`src/rtl/fp_mult_pipe_pkg.sv`:
```
// Shared floating-point definitions: operand classes, flag bit positions and
// small classification helpers reused by the FP datapath blocks.
package fp_mult_pipe_pkg;

    typedef enum logic [2:0] {
        CLS_ZERO = 3'd0,
        CLS_SUB  = 3'd1,
        CLS_NORM = 3'd2,
        CLS_INF  = 3'd3,
        CLS_NAN  = 3'd4
    } fp_class_e;

    localparam int FLAG_INVALID   = 3;
    localparam int FLAG_OVERFLOW  = 2;
    localparam int FLAG_UNDERFLOW = 1;
    localparam int FLAG_INEXACT   = 0;

    // Subnormal operands are read as signed zero (denormals-are-zero).
    function automatic logic is_zero_like(input fp_class_e cls);
        return (cls == CLS_ZERO) || (cls == CLS_SUB);
    endfunction

endpackage

```
`src/rtl/fp_unpack.sv`:
```
// Combinational operand unpack: splits {sign,exp,frac}, restores the hidden
// bit and classifies the operand.
module fp_unpack
    import fp_mult_pipe_pkg::*;
#(
    parameter int EXP_W = 8,
    parameter int MAN_W = 23
) (
    input  logic [EXP_W+MAN_W:0] op,
    output logic                 sign,
    output logic [EXP_W-1:0]     exp,
    output logic [MAN_W:0]       man,
    output fp_class_e            cls,
    output logic                 snan
);

    logic [MAN_W-1:0] frac;
    logic             exp_ones;
    logic             exp_zero;
    logic             frac_zero;

    assign sign      = op[EXP_W+MAN_W];
    assign exp       = op[EXP_W+MAN_W-1 -: EXP_W];
    assign frac      = op[MAN_W-1:0];
    assign exp_ones  = &exp;
    assign exp_zero  = ~|exp;
    assign frac_zero = ~|frac;
    assign man       = {~exp_zero, frac};

    always_comb begin
        cls = CLS_NORM;
        if (exp_ones) begin
            cls = frac_zero ? CLS_INF : CLS_NAN;
        end else if (exp_zero) begin
            cls = frac_zero ? CLS_ZERO : CLS_SUB;
        end
    end

    // A NaN is signalling when the quiet bit (fraction MSB) is clear.
    assign snan = (cls == CLS_NAN) && !frac[MAN_W-1];

endmodule

```
`src/rtl/fp_mult_pipe.sv`:
```
// Three-stage floating-point multiplier: S1 unpack/classify, S2 mantissa
// multiply and exponent sum, S3 normalise/round/pack, with stream back-pressure.
module fp_mult_pipe
    import fp_mult_pipe_pkg::*;
#(
    parameter int EXP_W = 8,
    parameter int MAN_W = 23,
    parameter int BIAS  = 127
) (
    input  logic                 clk,
    input  logic                 reset,
    input  logic                 in_valid,
    output logic                 in_ready,
    input  logic [EXP_W+MAN_W:0] a,
    input  logic [EXP_W+MAN_W:0] b,
    output logic                 out_valid,
    input  logic                 out_ready,
    output logic [EXP_W+MAN_W:0] result,
    output logic [3:0]           flags
);

    localparam int W  = 1 + EXP_W + MAN_W;
    localparam int PW = 2 * MAN_W + 2;
    localparam int EW = EXP_W + 2;
    localparam logic [W-1:0]  QNAN    = {1'b0, {EXP_W{1'b1}}, 1'b1, {(MAN_W-1){1'b0}}};
    localparam logic [EW-1:0] EXP_MAX = EW'((1 << EXP_W) - 1);

    // Handshake: a word moves on a port in any cycle where valid && ready are
    // both high; valid never depends on ready, and in_ready never on in_valid.
    logic s1_valid, s2_valid, s3_valid;
    logic s1_load, s2_load, s3_load;

    assign s3_load   = !s3_valid || out_ready;
    assign s2_load   = !s2_valid || s3_load;
    assign s1_load   = !s1_valid || s2_load;
    assign in_ready  = s1_load;
    assign out_valid = s3_valid;

    logic             sa, sb, snan_a, snan_b;
    logic [EXP_W-1:0] ea, eb;
    logic [MAN_W:0]   ma, mb;
    fp_class_e        cls_a, cls_b;

    fp_unpack #(.EXP_W(EXP_W), .MAN_W(MAN_W)) u_unpack_a (
        .op(a), .sign(sa), .exp(ea), .man(ma), .cls(cls_a), .snan(snan_a)
    );
    fp_unpack #(.EXP_W(EXP_W), .MAN_W(MAN_W)) u_unpack_b (
        .op(b), .sign(sb), .exp(eb), .man(mb), .cls(cls_b), .snan(snan_b)
    );

    logic         sign_p, a_zero, b_zero, a_inf, b_inf;
    logic         sp_hit;
    logic [W-1:0] sp_res;
    logic [3:0]   sp_flags;

    assign sign_p = sa ^ sb;
    assign a_zero = is_zero_like(cls_a);
    assign b_zero = is_zero_like(cls_b);
    assign a_inf  = (cls_a == CLS_INF);
    assign b_inf  = (cls_b == CLS_INF);

    always_comb begin
        sp_hit   = 1'b1;
        sp_res   = '0;
        sp_flags = '0;
        if (cls_a == CLS_NAN || cls_b == CLS_NAN) begin
            sp_res                 = QNAN;
            sp_flags[FLAG_INVALID] = snan_a || snan_b;
        end else if ((a_inf && b_zero) || (b_inf && a_zero)) begin
            sp_res                 = QNAN;
            sp_flags[FLAG_INVALID] = 1'b1;
        end else if (a_inf || b_inf) begin
            sp_res = {sign_p, {EXP_W{1'b1}}, {MAN_W{1'b0}}};
        end else if (a_zero || b_zero) begin
            sp_res = {sign_p, {(W-1){1'b0}}};
        end else begin
            sp_hit = 1'b0;
        end
    end

    logic             s1_special, s1_sign;
    logic [W-1:0]     s1_sp_res;
    logic [3:0]       s1_sp_flags;
    logic [EXP_W-1:0] s1_ea, s1_eb;
    logic [MAN_W:0]   s1_ma, s1_mb;

    always_ff @(posedge clk) begin
        if (reset) begin
            s1_valid    <= 1'b0;
            s1_special  <= 1'b0;
            s1_sign     <= 1'b0;
            s1_sp_res   <= '0;
            s1_sp_flags <= '0;
            s1_ea       <= '0;
            s1_eb       <= '0;
            s1_ma       <= '0;
            s1_mb       <= '0;
        end else if (s1_load) begin
            s1_valid    <= in_valid;
            s1_special  <= sp_hit;
            s1_sign     <= sign_p;
            s1_sp_res   <= sp_res;
            s1_sp_flags <= sp_flags;
            s1_ea       <= ea;
            s1_eb       <= eb;
            s1_ma       <= ma;
            s1_mb       <= mb;
        end
    end

    logic          s2_special, s2_sign;
    logic [W-1:0]  s2_sp_res;
    logic [3:0]    s2_sp_flags;
    logic [PW-1:0] s2_prod;
    logic [EW-1:0] s2_exp;

    // Exponent sum is kept two's complement so results below zero are visible.
    always_ff @(posedge clk) begin
        if (reset) begin
            s2_valid    <= 1'b0;
            s2_special  <= 1'b0;
            s2_sign     <= 1'b0;
            s2_sp_res   <= '0;
            s2_sp_flags <= '0;
            s2_prod     <= '0;
            s2_exp      <= '0;
        end else if (s2_load) begin
            s2_valid    <= s1_valid;
            s2_special  <= s1_special;
            s2_sign     <= s1_sign;
            s2_sp_res   <= s1_sp_res;
            s2_sp_flags <= s1_sp_flags;
            s2_prod     <= PW'(s1_ma) * PW'(s1_mb);
            s2_exp      <= {2'b00, s1_ea} + {2'b00, s1_eb} - EW'(BIAS);
        end
    end

    logic             norm, guard, sticky, round_up;
    logic [PW-1:0]    p_n;
    logic [MAN_W-1:0] mant;
    logic [MAN_W:0]   mant_r;
    logic [EW-1:0]    exp_f;
    logic [W-1:0]     pack_res;
    logic [3:0]       pack_flags;

    always_comb begin
        norm       = s2_prod[PW-1];
        p_n        = norm ? s2_prod : (s2_prod << 1);
        mant       = p_n[PW-2 -: MAN_W];
        guard      = p_n[PW-2-MAN_W];
        sticky     = |p_n[PW-3-MAN_W:0];
        round_up   = guard && (sticky || mant[0]);
        mant_r     = {1'b0, mant} + {{MAN_W{1'b0}}, round_up};
        exp_f      = s2_exp + {{(EW-1){1'b0}}, norm} + {{(EW-1){1'b0}}, mant_r[MAN_W]};
        pack_res   = {s2_sign, exp_f[EXP_W-1:0], mant_r[MAN_W-1:0]};
        pack_flags = '0;
        pack_flags[FLAG_INEXACT] = guard || sticky;
        if (s2_special) begin
            pack_res   = s2_sp_res;
            pack_flags = s2_sp_flags;
        end else if (!exp_f[EW-1] && exp_f >= EXP_MAX) begin
            pack_res   = {s2_sign, {EXP_W{1'b1}}, {MAN_W{1'b0}}};
            pack_flags = '0;
            pack_flags[FLAG_OVERFLOW] = 1'b1;
            pack_flags[FLAG_INEXACT]  = 1'b1;
        end else if (exp_f[EW-1] || exp_f == '0) begin
            pack_res   = {s2_sign, {(W-1){1'b0}}};
            pack_flags = '0;
            pack_flags[FLAG_UNDERFLOW] = 1'b1;
            pack_flags[FLAG_INEXACT]   = 1'b1;
        end
    end

    // Flags clear whenever a bubble enters the output stage.
    always_ff @(posedge clk) begin
        if (reset) begin
            s3_valid <= 1'b0;
            result   <= '0;
            flags    <= '0;
        end else if (s3_load) begin
            s3_valid <= s2_valid;
            result   <= pack_res;
            flags    <= s2_valid ? pack_flags : 4'b0000;
        end
    end

endmodule

```
`config.mk`:
```
export PLATFORM = sky130hd
export DESIGN_NAME = fp_mult_pipe
export DESIGN_NICKNAME = d
export VERILOG_FILES = /design/src/rtl/fp_mult_pipe_pkg.sv /design/src/rtl/fp_unpack.sv /design/src/rtl/fp_mult_pipe.sv
export SDC_FILE = /design/constraint.sdc
export NUM_CORES = 2
export LEC_CHECK = 0
export ABC_AREA = 0
export CAP_MARGIN = 10
export CORE_ASPECT_RATIO = 0.6
export CORE_UTILIZATION = 25
export CTS_CLUSTER_DIAMETER = 50
export DETAILED_ROUTE_END_ITERATION = 8
export PLACE_DENSITY = 0.41
export SYNTH_ARGS = -nofsm -noshare
export SYNTH_HDL_FRONTEND = slang
export SYNTH_SLANG_ARGS = --single-unit
```
`constraint.sdc`:
```
create_clock -name clk -period 12.2 [get_ports clk]
set_clock_uncertainty 0.15 [all_clocks]
set_input_delay 3.66 -clock clk [delete_from_list [all_inputs] [get_ports clk]]
set_output_delay 3.66 -clock clk [all_outputs]
set_load 0.1 [all_outputs]
```
==> flow_summary.json <==
{
  "status": "finished clean",
  "hold_viol_final": 0,
  "cpMaxStageDelayCell": "clkdlybuf4s50_1",
  "holdCritStartpoint": "s1_ma[3]",
  "setup_viol": 0,
  "grt_pass1_wl_mm": 135.8,
  "crit_top_cell": "clkdlybuf4s50_1",
  "h-tree-depth": 4,
  "startpoint_type": "primary input",
  "synth_top_area_cell": "fa_1",
  "routed_wl_mm": 86.41,
  "critical_path_class": "primary input to primary output",
  "diodes": 0,
  "via_per_inst": 4.566,
  "grt_overflow": 0,
  "finalCritPeriodShare_pct": 80.32,
  "yosysMostFrequentCell": "nand2_1",
  "synth_area_mm2": 0.02686,
  "end_kind": "primary output",
  "min_period_ns": 9.799,
  "die_y_um": 255.9,
  "cts_resized": 0,
  "cts_tree": "yes",
  "path_delay_family": "buffers and inverters",
  "wire_per_inst_um": 18.85,
  "rr_startpoint": "s1_mb[6]",
  "ir_drop_v": 0.0001422,
  "drtIter0Drc": 1480,
  "fin_nets": 3906,
  "critPathLaunch": "out_ready",
  "combPwrFrac_pct": 66.3,
  "rsz0062_at_grt": "no",
  "dp.final_hpwl_mm": 69.17,
  "grt_pass1_vias": 21493,
  "post_cts_buffers": 0,
  "hold_buffers": 0,
  "drive_gt1_share_pct": 3.844,
  "cp.arrival_ns": 5.99,
  "grt_max_degree": 74,
  "powerDensity_mw_per_mm2": 128.9,
  "multi_input_area_mm2": 0.02059,
  "placed_cell_area_mm2": 0.02941,
  "p_int_mw": 1.877,
  "slew_violations": 0,
  "cts_buffers": 17,
  "synth_top_area_share_pct": 36.07,
  "clkLatencyLatePin_ns": 0.49,
  "syn_nets": 3906,
  "clkTransAtPathRegs_ns": 0.07,
  "cp.buffers_inverters": 4,
  "port_buffers": 105,
  "crit_required_ns": 8.39,
  "async_flop_share_pct": 0,
  "netlist_top_cells_count": "nand2_1, inv_1, fa_1, and2_1, ha_1",
  "synth_edf_count": 0,
  "final_antenna_net_count": 0,
  "synth_ff_type": "dfxtp_1",
  "die-area_mm2": 0.1088,
  "crit_fanout": 43,
  "max_slew_margin_pct": 23.17,
  "area_delta_synth_final_pct": 11.67,
  "grt_usage_pct": 16.36,
  "p_sw_mw": 1.990,
  "rows": 92,
  "synth_cells": 3162,
  "whs_ns": 0.3011,
  "first_pass_iters": 5,
  "ctsLongestPathBuffers": 2,
  "seq_area_mm2": 0.003468,
  "cp_cell_sequence": "clkdlybuf4s50_1 -> nor2b_4 -> buf_4 -> and3_2 -> inv_2 -> clkdlybuf4s50_1",
  "fin_area_mm2": 0.03000,
  "max_cap_viol_count": 0,
  "holdCritPathClass": "flip-flop to flip-flop",
  "ys_warn_count": 0,
  "via_count": 20931,
  "p_leak_nw": 13.77,
  "synthTopCellsByArea": "fa_1, dfxtp_1, ha_1",
  "gp_congestion": 0.8439,
  "clkPwrFrac_pct": 14.7,
  "ys_seq_area_share_pct": 12.89,
  "tns_ns": 0,
  "switching_share_pct": 51.45,
  "core_mm2": 0.1058,
  "ys_ff_latch": 173,
  "worstMarginPinSlew_ns": 1.144,
  "antenna_found_initial": 2,
  "max_freq_mhz": 102.1,
  "clock-sinks": 173,
  "io_pins": 106,
  "avgSynthCellArea_um2": 8.495,
  "ys_types": 84,
  "p_seq_share_pct": 19.1,
  "die_x_um": 425.2,
  "cpPeakStageDelay_ns": 1.12,
  "route.detailed.drc": 0,
  "n_fill_cell": 11464,
  "ctsRootBufferMaster": "clkbuf_16",
  "start_util_pct": 25.39
}
-- state kept, by name, indices dropped and copies added (netlist names) --
name / count
flags: 4
out_valid: 1
result: 32
s1_ea: 8
s1_eb: 8
s1_ma: 24
s1_mb: 24
s1_sign: 1
s1_sp_flags: 1
s1_sp_res: 3
s1_special: 1
s1_valid: 1
s2_exp: 10
s2_prod: 48
s2_sign: 1
s2_sp_flags: 1
s2_sp_res: 3
s2_special: 1
s2_valid: 1
-- final timing paths --
kind                 endpoint  slack [ns]  cells past startpoint
setup / recovery     in_ready        2.40                      6
hold / removal       s1_ma[3]        0.30                      2
setup reg to reg  s2_prod[42]        4.08                     22
hold reg to reg      s1_ma[3]        0.30                      2
-- cell families after synthesis --
kind of cell,after synthesis,synth area share [%]
AND/OR/NAND/NOR,1105,19.68
adder cells (fa/ha/maj),676,45.01
XOR/XNOR,57,1.858
AO/OA/AOI/OAI,389,9.320
flip-flops,173,12.89
buffers and inverters,743,10.50
multiplexers,19,0.7359
-- power by group through the flow --
stage          logic [mW]  registers [mW]  clock network (mW)
3_3_place_gp         2.57           0.752                   0
2_1_floorplan        1.74           0.796                   0
6_report             2.56           0.738               0.567
4_1_cts              2.58           0.737               0.586
5_1_grt              2.86           0.752               0.605
3_5_place_dp         2.56           0.750                   0
-- layout make-up --
type                            instances  area share (%)
Clock inverter                         13          0.5047
Tap cell                             1410           5.881
Inverter                              564           7.058
Sequential cell                       173           11.56
Multi-Input combinational cell       2246           68.65
Timing Repair Buffer                  160           4.884
Clock buffer                           18           1.464
-- stage by stage --
stage	utilization (%)	instances	power, mW	setup slack (ns)
final	28.36	4584	3.867	2.401
after detailed placement	27.80	4553	3.306	2.387
after global placement	27.80	4553	3.324	2.412
after global routing	28.36	4584	4.217	2.311
after floorplan	-	3162	2.533	3.225
after CTS	28.36	4584	3.905	2.391
-- tightest hold or removal path: stages (launching register included) --
cell and delay, ns:
dfxtp_1 0.31, nand2_1 0.05, a21oi_1 0.05
-- routing by layer --
layer	GRT usage, %	share of wire [%]	vias to the layer above
met5	0	0	-
met4	2.378	0.77	0
met3	2.175	5.0	32
met2	22.15	39	461
met1	27.10	55	10634
li1	-	-	9804
-- layout by cell type, fill, tap and decap left out, types with 20 or more instances in the layout --
master / n
nand4_1: 26
nand2_1: 567
nor2_1: 86
fa_1: 484
inv_1: 562
xnor2_1: 38
nand3_1: 31
o21ai_0: 30
a22oi_1: 20
clkdlybuf4s50_1: 104
a21oi_1: 179
buf_4: 55
nor3_1: 22
ha_1: 192
a211oi_1: 20
and2_1: 291
dfxtp_1: 169
No activity file was read; power rests on OpenSTA's default activity.
